### config.mk
export PLATFORM = sky130hd
export DESIGN_NAME = chram_wr_sched
export DESIGN_NICKNAME = d
export VERILOG_FILES = /design/src/rtl/chram_wr_sched.sv
export SDC_FILE = /design/constraint.sdc
export NUM_CORES = 1
export LEC_CHECK = 0
export ABC_AREA = 1
export BUFFER_PORTS_ARGS = -buffer_cell sky130_fd_sc_hd__buf_4
export CORE_ASPECT_RATIO = 0.6
export CORE_MARGIN = 1
export CORE_UTILIZATION = 50
export CTS_CLUSTER_DIAMETER = 50
export DETAILED_ROUTE_END_ITERATION = 8
export PLACE_DENSITY = 0.81
export SYNTH_ARGS = -nofsm -noshare
export SYNTH_HDL_FRONTEND = slang
export SYNTH_SLANG_ARGS = --single-unit
export TNS_END_PERCENT = 10
### constraint.sdc
create_clock -name i_clk -period 1.6 [get_ports i_clk]
set_input_delay 0.32 -clock i_clk [delete_from_list [all_inputs] [get_ports i_clk]]
set_output_delay 0.32 -clock i_clk [all_outputs]
set_load 0.05 [all_outputs]
### src/rtl/chram_wr_sched.sv
// ---------------------------------------------------------------------------
// chram_wr_sched
//
// Write-port scheduler for the overlay character-index RAM. Three requesters
// share the single RAM write port through round-robin arbitration with a
// valid/ready handshake. A built-in clear engine fills addresses
// 0..CLEAR_LEN-1 with CLEAR_CHAR and has absolute priority over requesters.
// At most one registered write leaves the block per clock.
//
// Ports
//   i_clk      : clock, all state on its rising edge
//   reset_n    : asynchronous active-low reset
//   req_valid  : per-requester write request (bit i = requester i)
//   req_ready  : per-requester accept, combinational, at most one bit high
//   req_addr   : flattened addresses, requester i at [i*AW +: AW]
//   req_data   : flattened data, requester i at [i*DW +: DW]
//   clr_start  : level-sampled clear request (ignored while clearing)
//   clr_busy   : high while the clear engine owns the write port
//   wr_ena     : registered RAM write enable
//   wr_addr    : registered RAM write address
//   wr_data    : registered RAM write data
//   grant_id   : index of the most recently accepted requester
// ---------------------------------------------------------------------------
module chram_wr_sched #(
   parameter int              AW         = 11,
   parameter int              DW         = 8,
   parameter int              CLEAR_LEN  = 2048,
   parameter logic [DW-1:0]   CLEAR_CHAR = 8'h20
) (
   input  logic              i_clk,
   input  logic              reset_n,
   input  logic [2:0]        req_valid,
   output logic [2:0]        req_ready,
   input  logic [3*AW-1:0]   req_addr,
   input  logic [3*DW-1:0]   req_data,
   input  logic              clr_start,
   output logic              clr_busy,
   output logic              wr_ena,
   output logic [AW-1:0]     wr_addr,
   output logic [DW-1:0]     wr_data,
   output logic [1:0]        grant_id
);

   typedef enum logic [1:0] {
      ST_ARB   = 2'd0,
      ST_CLEAR = 2'd1
   } state_t;

   // cnt is one bit wider than the address so CLEAR_LEN = 2^AW ends cleanly.
   localparam int            CW         = AW + 1;
   localparam logic [AW:0]   C_CNT_LAST = CW'(CLEAR_LEN - 1);

   state_t          r_state,   w_state_nxt;
   logic [AW:0]     r_cnt,     w_cnt_nxt;
   logic [1:0]      r_last,    w_last_nxt;
   logic            r_busy,    w_busy_nxt;
   logic            r_wr_ena,  w_wr_ena_nxt;
   logic [AW-1:0]   r_wr_addr, w_wr_addr_nxt;
   logic [DW-1:0]   r_wr_data, w_wr_data_nxt;
   logic [1:0]      r_grant,   w_grant_nxt;
   logic [2:0]      w_ready;
   logic [1:0]      w_pick;

   // First valid requester searching from (last+1) mod 3. Only meaningful
   // when at least one request is valid.
   function automatic logic [1:0] rr_pick(input logic [1:0] last,
                                          input logic [2:0] v);
      logic [1:0] id;
      case (last)
         2'd0:    id = v[1] ? 2'd1 : (v[2] ? 2'd2 : 2'd0);
         2'd1:    id = v[2] ? 2'd2 : (v[0] ? 2'd0 : 2'd1);
         default: id = v[0] ? 2'd0 : (v[1] ? 2'd1 : 2'd2);
      endcase
      return id;
   endfunction

   assign w_pick = rr_pick(r_last, req_valid);

   // NOTE: every signal driven here gets a default first so no path leaves
   // it unassigned, which would otherwise infer a latch.
   always_comb begin
      w_state_nxt   = r_state;
      w_cnt_nxt     = r_cnt;
      w_last_nxt    = r_last;
      w_busy_nxt    = r_busy;
      w_wr_ena_nxt  = 1'b0;
      w_wr_addr_nxt = r_wr_addr;
      w_wr_data_nxt = r_wr_data;
      w_grant_nxt   = r_grant;
      w_ready       = 3'b000;

      case (r_state)
         ST_ARB: begin
            if (clr_start) begin
               // Clear wins over any valid request this cycle.
               w_state_nxt = ST_CLEAR;
               w_cnt_nxt   = '0;
               w_busy_nxt  = 1'b1;
            end else if (|req_valid) begin
               w_ready       = 3'b001 << w_pick;
               w_wr_ena_nxt  = 1'b1;
               w_wr_addr_nxt = req_addr[w_pick*AW +: AW];
               w_wr_data_nxt = req_data[w_pick*DW +: DW];
               w_last_nxt    = w_pick;
               w_grant_nxt   = w_pick;
            end
         end
         ST_CLEAR: begin
            w_wr_ena_nxt  = 1'b1;
            w_wr_addr_nxt = r_cnt[AW-1:0];
            w_wr_data_nxt = CLEAR_CHAR;
            w_cnt_nxt     = r_cnt + 1'b1;
            if (r_cnt == C_CNT_LAST) begin
               w_state_nxt = ST_ARB;
               w_busy_nxt  = 1'b0;
            end
         end
         default: begin
            // Unused encoding: fall back to arbitration with the port idle.
            w_state_nxt = ST_ARB;
            w_busy_nxt  = 1'b0;
         end
      endcase
   end

   // NOTE: sequential state uses non-blocking assignments so every register
   // samples the pre-edge values regardless of statement order.
   always_ff @(posedge i_clk or negedge reset_n) begin
      if (!reset_n) begin
         r_state   <= ST_ARB;
         r_cnt     <= '0;
         r_last    <= 2'd2;
         r_busy    <= 1'b0;
         r_wr_ena  <= 1'b0;
         r_wr_addr <= '0;
         r_wr_data <= '0;
         r_grant   <= 2'd0;
      end else begin
         r_state   <= w_state_nxt;
         r_cnt     <= w_cnt_nxt;
         r_last    <= w_last_nxt;
         r_busy    <= w_busy_nxt;
         r_wr_ena  <= w_wr_ena_nxt;
         r_wr_addr <= w_wr_addr_nxt;
         r_wr_data <= w_wr_data_nxt;
         r_grant   <= w_grant_nxt;
      end
   end

   // Held at zero during reset so no requester believes it was accepted.
   assign req_ready = reset_n ? w_ready : 3'b000;
   assign clr_busy  = r_busy;
   assign wr_ena    = r_wr_ena;
   assign wr_addr   = r_wr_addr;
   assign wr_data   = r_wr_data;
   assign grant_id  = r_grant;

endmodule

* Yosys cells after proc, flatten, opt, wreduce, memory -nomap -nowiden
Cells that the tools add are included.
** Cells by class
- $add $sub $neg :: 1
- Multipliers :: 1
- Equal/unequal tests :: 7
- Shift-type cells :: 3
- Muxes and demuxes :: 28
- Bitwise operators :: 1
- Reduce and logical (&&, ||, !) cells :: 8
** Operator list (count)
- indexed part select 33 x 7 -> 11 bit :: 1
- one-hot mux 12 bit (2 select lines) :: 1
- indexed part select 24 x 6 -> 8 bit :: 1
- 2-to-1 mux 11 bit :: 2
- one-hot mux 11 bit (2 select lines) :: 1
- 2-to-1 mux 8 bit :: 2
- one-hot mux 8 bit (2 select lines) :: 1
- 2-to-1 mux 2 bit :: 7
- adder 12 x 1 -> 12 bit (second input constant) :: 1
- equality test 12 x 11 -> 1 bit (second input constant) :: 1
- 2-to-1 mux 12 bit :: 1
- 2-to-1 mux 3 bit :: 4
- inequality test 2 bit (second input constant) :: 4
- one-hot mux 2 bit (2 select lines) :: 2
- multiplier 2 x 4 -> 6 bit (second input constant) :: 1
- AND reduction 3 bit :: 2
- 2-to-1 mux 1 bit :: 5
- equality test 2 x 1 -> 1 bit (second input constant) :: 2
- logical NOT 2 bit :: 2
- one-hot mux 1 bit (2 select lines) :: 2
- AND reduction 2 bit :: 2
- OR reduction 3 bit :: 1
- << shifter 1 x 2 -> 3 bit (first input constant) :: 1
- nonzero test 2 bit :: 1
- NOT 1 bit :: 1
** Word-level totals
- Register bits :: 39
- Bits of input ports :: 63
- Output and inout bits :: 26
- Word-level logic and storage cells :: 57

* Longest topological paths before layout
- Depth after elaboration :: 8
- Mapped depth :: 10
- Depth with buffers taken out :: 9

* Worst setup path after synthesis
Ideal clock, no wire load.
- Path kind :: reg-to-output
- Start point :: register, netlist name clr_busy
- End point :: output req_ready[0]
- Data arrival time :: 2.145 ns
- Data required time :: 1.280 ns
- Setup slack :: -0.865 ns
- Stages on the path, launching flop included :: 6
- Path buffers :: 2
- Path through :: dfrtp_1 buf_4 nor2_4 nand2_1 clkbuf_8 nor4_2
** RTL lines
- to (decl) :: line 33 : output logic [2:0] req_ready,

* Final worst setup path
- Start point :: register r_last[1]
- End point :: output req_ready[1]
** Between the ends
- Word-level cells in the longest chain between the ends :: 7
- Elaborated cells on any way between the ends :: 8
- Those cells by class :: 1 x eq/ne; 1 x shift; 5 x mux; 1 x reduce/logical
** RTL lines
- from (decl) :: line 55 : logic [1:0] r_last, w_last_nxt;
- from (signal assigned) :: line 141 : r_last <= w_last_nxt;
- equality test 2 x 1 -> 1 bit / logical NOT 2 bit (equally long branches) :: line 69 : case (last)
- one-hot mux 2 bit (2 select lines) * :: line 69
- << shifter 1 x 2 -> 3 bit * :: line 100 : w_ready = 3'b001 << w_pick;
- 2-to-1 mux 3 bit * :: line 99 : end else if (|req_valid) begin
- 2-to-1 mux 3 bit * :: line 94 : if (clr_start) begin
- 2-to-1 mux 3 bit * :: line 92 : case (r_state)
- 2-to-1 mux 3 bit * :: line 151 : assign req_ready = reset_n ? w_ready : 3'b000;
Mark *: on every way between the ends. The rest lies on a longest branch, timed or not.

==> results.txt <==
----------------------------------------------------
[Synthesis]
  Warnings, synthesis ... 0
  Netlist cell types ... 29
  Largest area contributor in the synthesized netlist ... sky130_fd_sc_hd__dfrtp_1
  Leading cell type by number of instances after synthesis ... sky130_fd_sc_hd__nand2_1
  Number of enable-type register cells in the synthesized netlist ... 0
  Synthesized netlist cell count ... 349
  Most used flip-flop cell after synthesis ... sky130_fd_sc_hd__dfrtp_1
  Share of the yosys chip area belonging to registers ... 0.375
  Synth Register Bits ... 36
  Synthesized net count ... 413
  Mean instance size in the synthesized netlist ... 6.90 um^2
  Async set-or-reset flop fraction in the synthesized netlist ... 1.00
  Cell types with the largest area share after synthesis ... sky130_fd_sc_hd__dfrtp_1, sky130_fd_sc_hd__nand2_1, sky130_fd_sc_hd__inv_1, sky130_fd_sc_hd__nand3_1, sky130_fd_sc_hd__nand4_1
  Netlist area before placement ... 2410 um^2
  Post-synth top area share ... 0.364
  Most used standard cells in the synthesized netlist ... sky130_fd_sc_hd__nand2_1, sky130_fd_sc_hd__inv_1, sky130_fd_sc_hd__dfrtp_1, sky130_fd_sc_hd__nand3_1, sky130_fd_sc_hd__nand4_1

[Layout]
  Layout cell share with drive strength beyond 1 ... 0.300
  Number of filler cells placed in the layout ... 433
  Post-layout utilization of the core ... 0.710
  Layout-stage area growth over the synthesis result ... 35.4%
  Sequential Area ... 903 um^2
  Nets ... 510
  Ant. Diodes ... 0
  Area occupied by multi-input gates ... 1130 um^2

[Critical path]
  Crit-path leading delay family ... flip-flops
  Bufs and invs on worst path ... 1
  Series of cell instances along the critical path ... nand3_1, nand3_2, nand2_1, nor2_2, buf_6
  Kind of critical path ... reg2out
  Element type at the critical path end ... output port
  Register-to-Register Setup Slack ... 0.02 ns
  CP Data Required Time ... 1.28 ns
  Data arrival time at the worst-slack endpoint ... 1.54 ns
  Worst Path Max Fanout ... 5
  Slowest library cell on the worst path ... sky130_fd_sc_hd__dfstp_2
  Critical Path Start Type ... register
  Largest stage delay, worst path ... 0.58 ns

[GRT]
  Pin count of the biggest net entering global routing ... 37
  Via count of the first global-routing pass ... 2458
  Global-route wire length before repair ... 11400 um
  GRT Residual Overflow ... 0
  Antenna violations before repair ... 0
  Overall routing resource usage ... 0.283

[Clock tree]
  Clock slew at reported path FFs ... 0.08 ns
  Root buffer cell ... sky130_fd_sc_hd__clkbuf_8
  CTS buffer count ... 5
  Buffers from clock root to sink, at most ... 2
  Latest clock arrival within the worst-skew pair ... 0.29 ns
  Sinks on the clock net ... 36
  CTS HTree Levels ... 2
  CTS tree ... done

[Timing]
  Minimum clock period after layout ... 1.86 ns
  Number of hold-slack violations in the final timing report ... 0
  Max Transition Viols Final ... 0
  Highest clock frequency the design can meet ... 0.538 GHz
  Share of the clock period used by the worst path after layout ... 1.16
  Final clock skew ... 0.00547 ns
  Unrepaired setup endpoints after global routing ... yes
  Setup Viol. Count Final ... 3
  Worst relative slew slack ... 0.692
  Slew @ Worst Pin ... 0.462 ns
  Final WS setup ... -0.259 ns

[Floorplanning]
  Die outline area ... 5110 um^2
  Starting utilization of the core area ... 0.525
  Die span in x ... 91.6 um
  Number of core rows ... 19
  Area of the core ... 4590 um^2
  Floorplan die height ... 55.7 um
  I/O pin total ... 89

[Detailed routing]
  Count of TritonRoute iterations in the first routing pass ... 4
  Routed len/inst ... 13.2 um
  Remaining antenna violation count after routing ... 0
  Via-to-Cell Ratio ... 5.07
  Total wire length ... 6740 um
  DRC Markers ... 0
  Overall via count from detail_route ... 2586
  DR iter-0 viols ... 189

[Power]
  Worst-case vdd ir drop ... 0.478 mV
  Tot Pwr ... 3.49 mW
  Leakage dissipation ... 1.86 nW
  Pwr/cell area ... 1070 nW/um^2

[Hold path]
  Path category of the worst min-delay check ... in2async

[Placement]
  Port buffer count ... 88
  Final Wtd Congestion ... 0.883
  Hpwl dp ... 5110 um

[Outcome]
  Failing checks ... setup timing
  Run status ... finished with violations

[Run]
  Number of max-capacitance violations reported ... 0

----------------------------------------------------
[metrics by stage]
step | worst slack, ns | hold WS, ns | setup TNS (ns) | instances | cell area, um^2
CTS | -0.226 | 0.117 | -0.671 | 510 | 3250
detailed placement | -0.0639 | 0.435 | -0.0829 | 501 | 3120
finish | -0.259 | 0.112 | -0.727 | 510 | 3260
global route | -0.314 | 0.134 | -1.36 | 510 | 3260
floorplan | -0.315 | 0.0244 | -0.783 | 349 | 2430
global placement | -0.0164 | 0.435 | -0.0164 | 501 | 3120
[routing by layer]
layer	up-vias	share of wire	GRT usage
met1	1183	0.47	0.404
met3	6	0.080	0.0751
met5	-	0	0
li1	1294	-	-
met2	103	0.44	0.439
met4	0	0.0076	0.0499
[final timing paths]
path,start,to,cells after the start
max,r_last[1],req_ready[1],5
min,reset_n,wr_addr[6],2
max reg2reg,r_last[1],wr_addr[8],8
min reg2reg,wr_addr[0],wr_addr[0],2
max in group asynchronous,reset_n,r_last[1],2
min in group i_clk,req_data[20],wr_data[4],5
[worst reg2reg max path, delay by kind of cell, from the launching register on]
family	cells	cell delay, ns
simple gates	7	0.64
buf+inv	1	0.24
flops	1	0.58
[state kept, by name (all words and copies together) (netlist names)]
register / flops
wr_ena: 1
r_last: 2
clr_busy: 1
r_cnt: 12
wr_addr: 11
grant_id: 1
wr_data: 8
[area by class of cell]
class / instances / share of cell area
Multi-Input combinational cell: 239 / 0.347
Tap cell: 63 / 0.0242
Inverter: 56 / 0.0645
Clock buffer: 7 / 0.0265
Sequential cell: 36 / 0.277
Timing Repair Buffer: 108 / 0.258
Clock inverter: 1 / 0.00230
[repair_timing]
| item | CTS | global route |
|---|---|---|
| resized for setup | 7 | 3 |
| pin swaps | 4 | 1 |
| hold buffers | 0 | 0 |
| buffers inserted | 1 | 0 |
| endpoints found under the setup margin | 3 | 19 |
[power breakdown]
part	internal, mW	switching (mW)	total [mW]
Sequential	1.13	0.200	1.33
Combinational	0.531	0.932	1.46
Clock	0.350	0.340	0.690
Total	2.02	1.47	3.49
[cell families after synthesis]
family | synth area share
AOI/OAI and AO/OA | 0.0800
DFF | 0.375
buffers and inverters | 0.168
and+or+nand+nor | 0.372
adders and majority gates | 0.00520
[layout by cell type, fill, tap and decap left out, drive strengths merged]
master,instances
o21a,1
nand4,20
a21oi,12
nand2,134
buf,108
nor3b,1
nor4,1
inv,56
nand3,30
nor2,16
and2,1
nor3,2
a22oi,1
dfrtp,35
o22ai,2
dfstp,1
clkbuf,7
o21ai,15
ha,1
clkinvlp,1
a21boi,2
No activity file was read; power rests on OpenSTA's default activity.
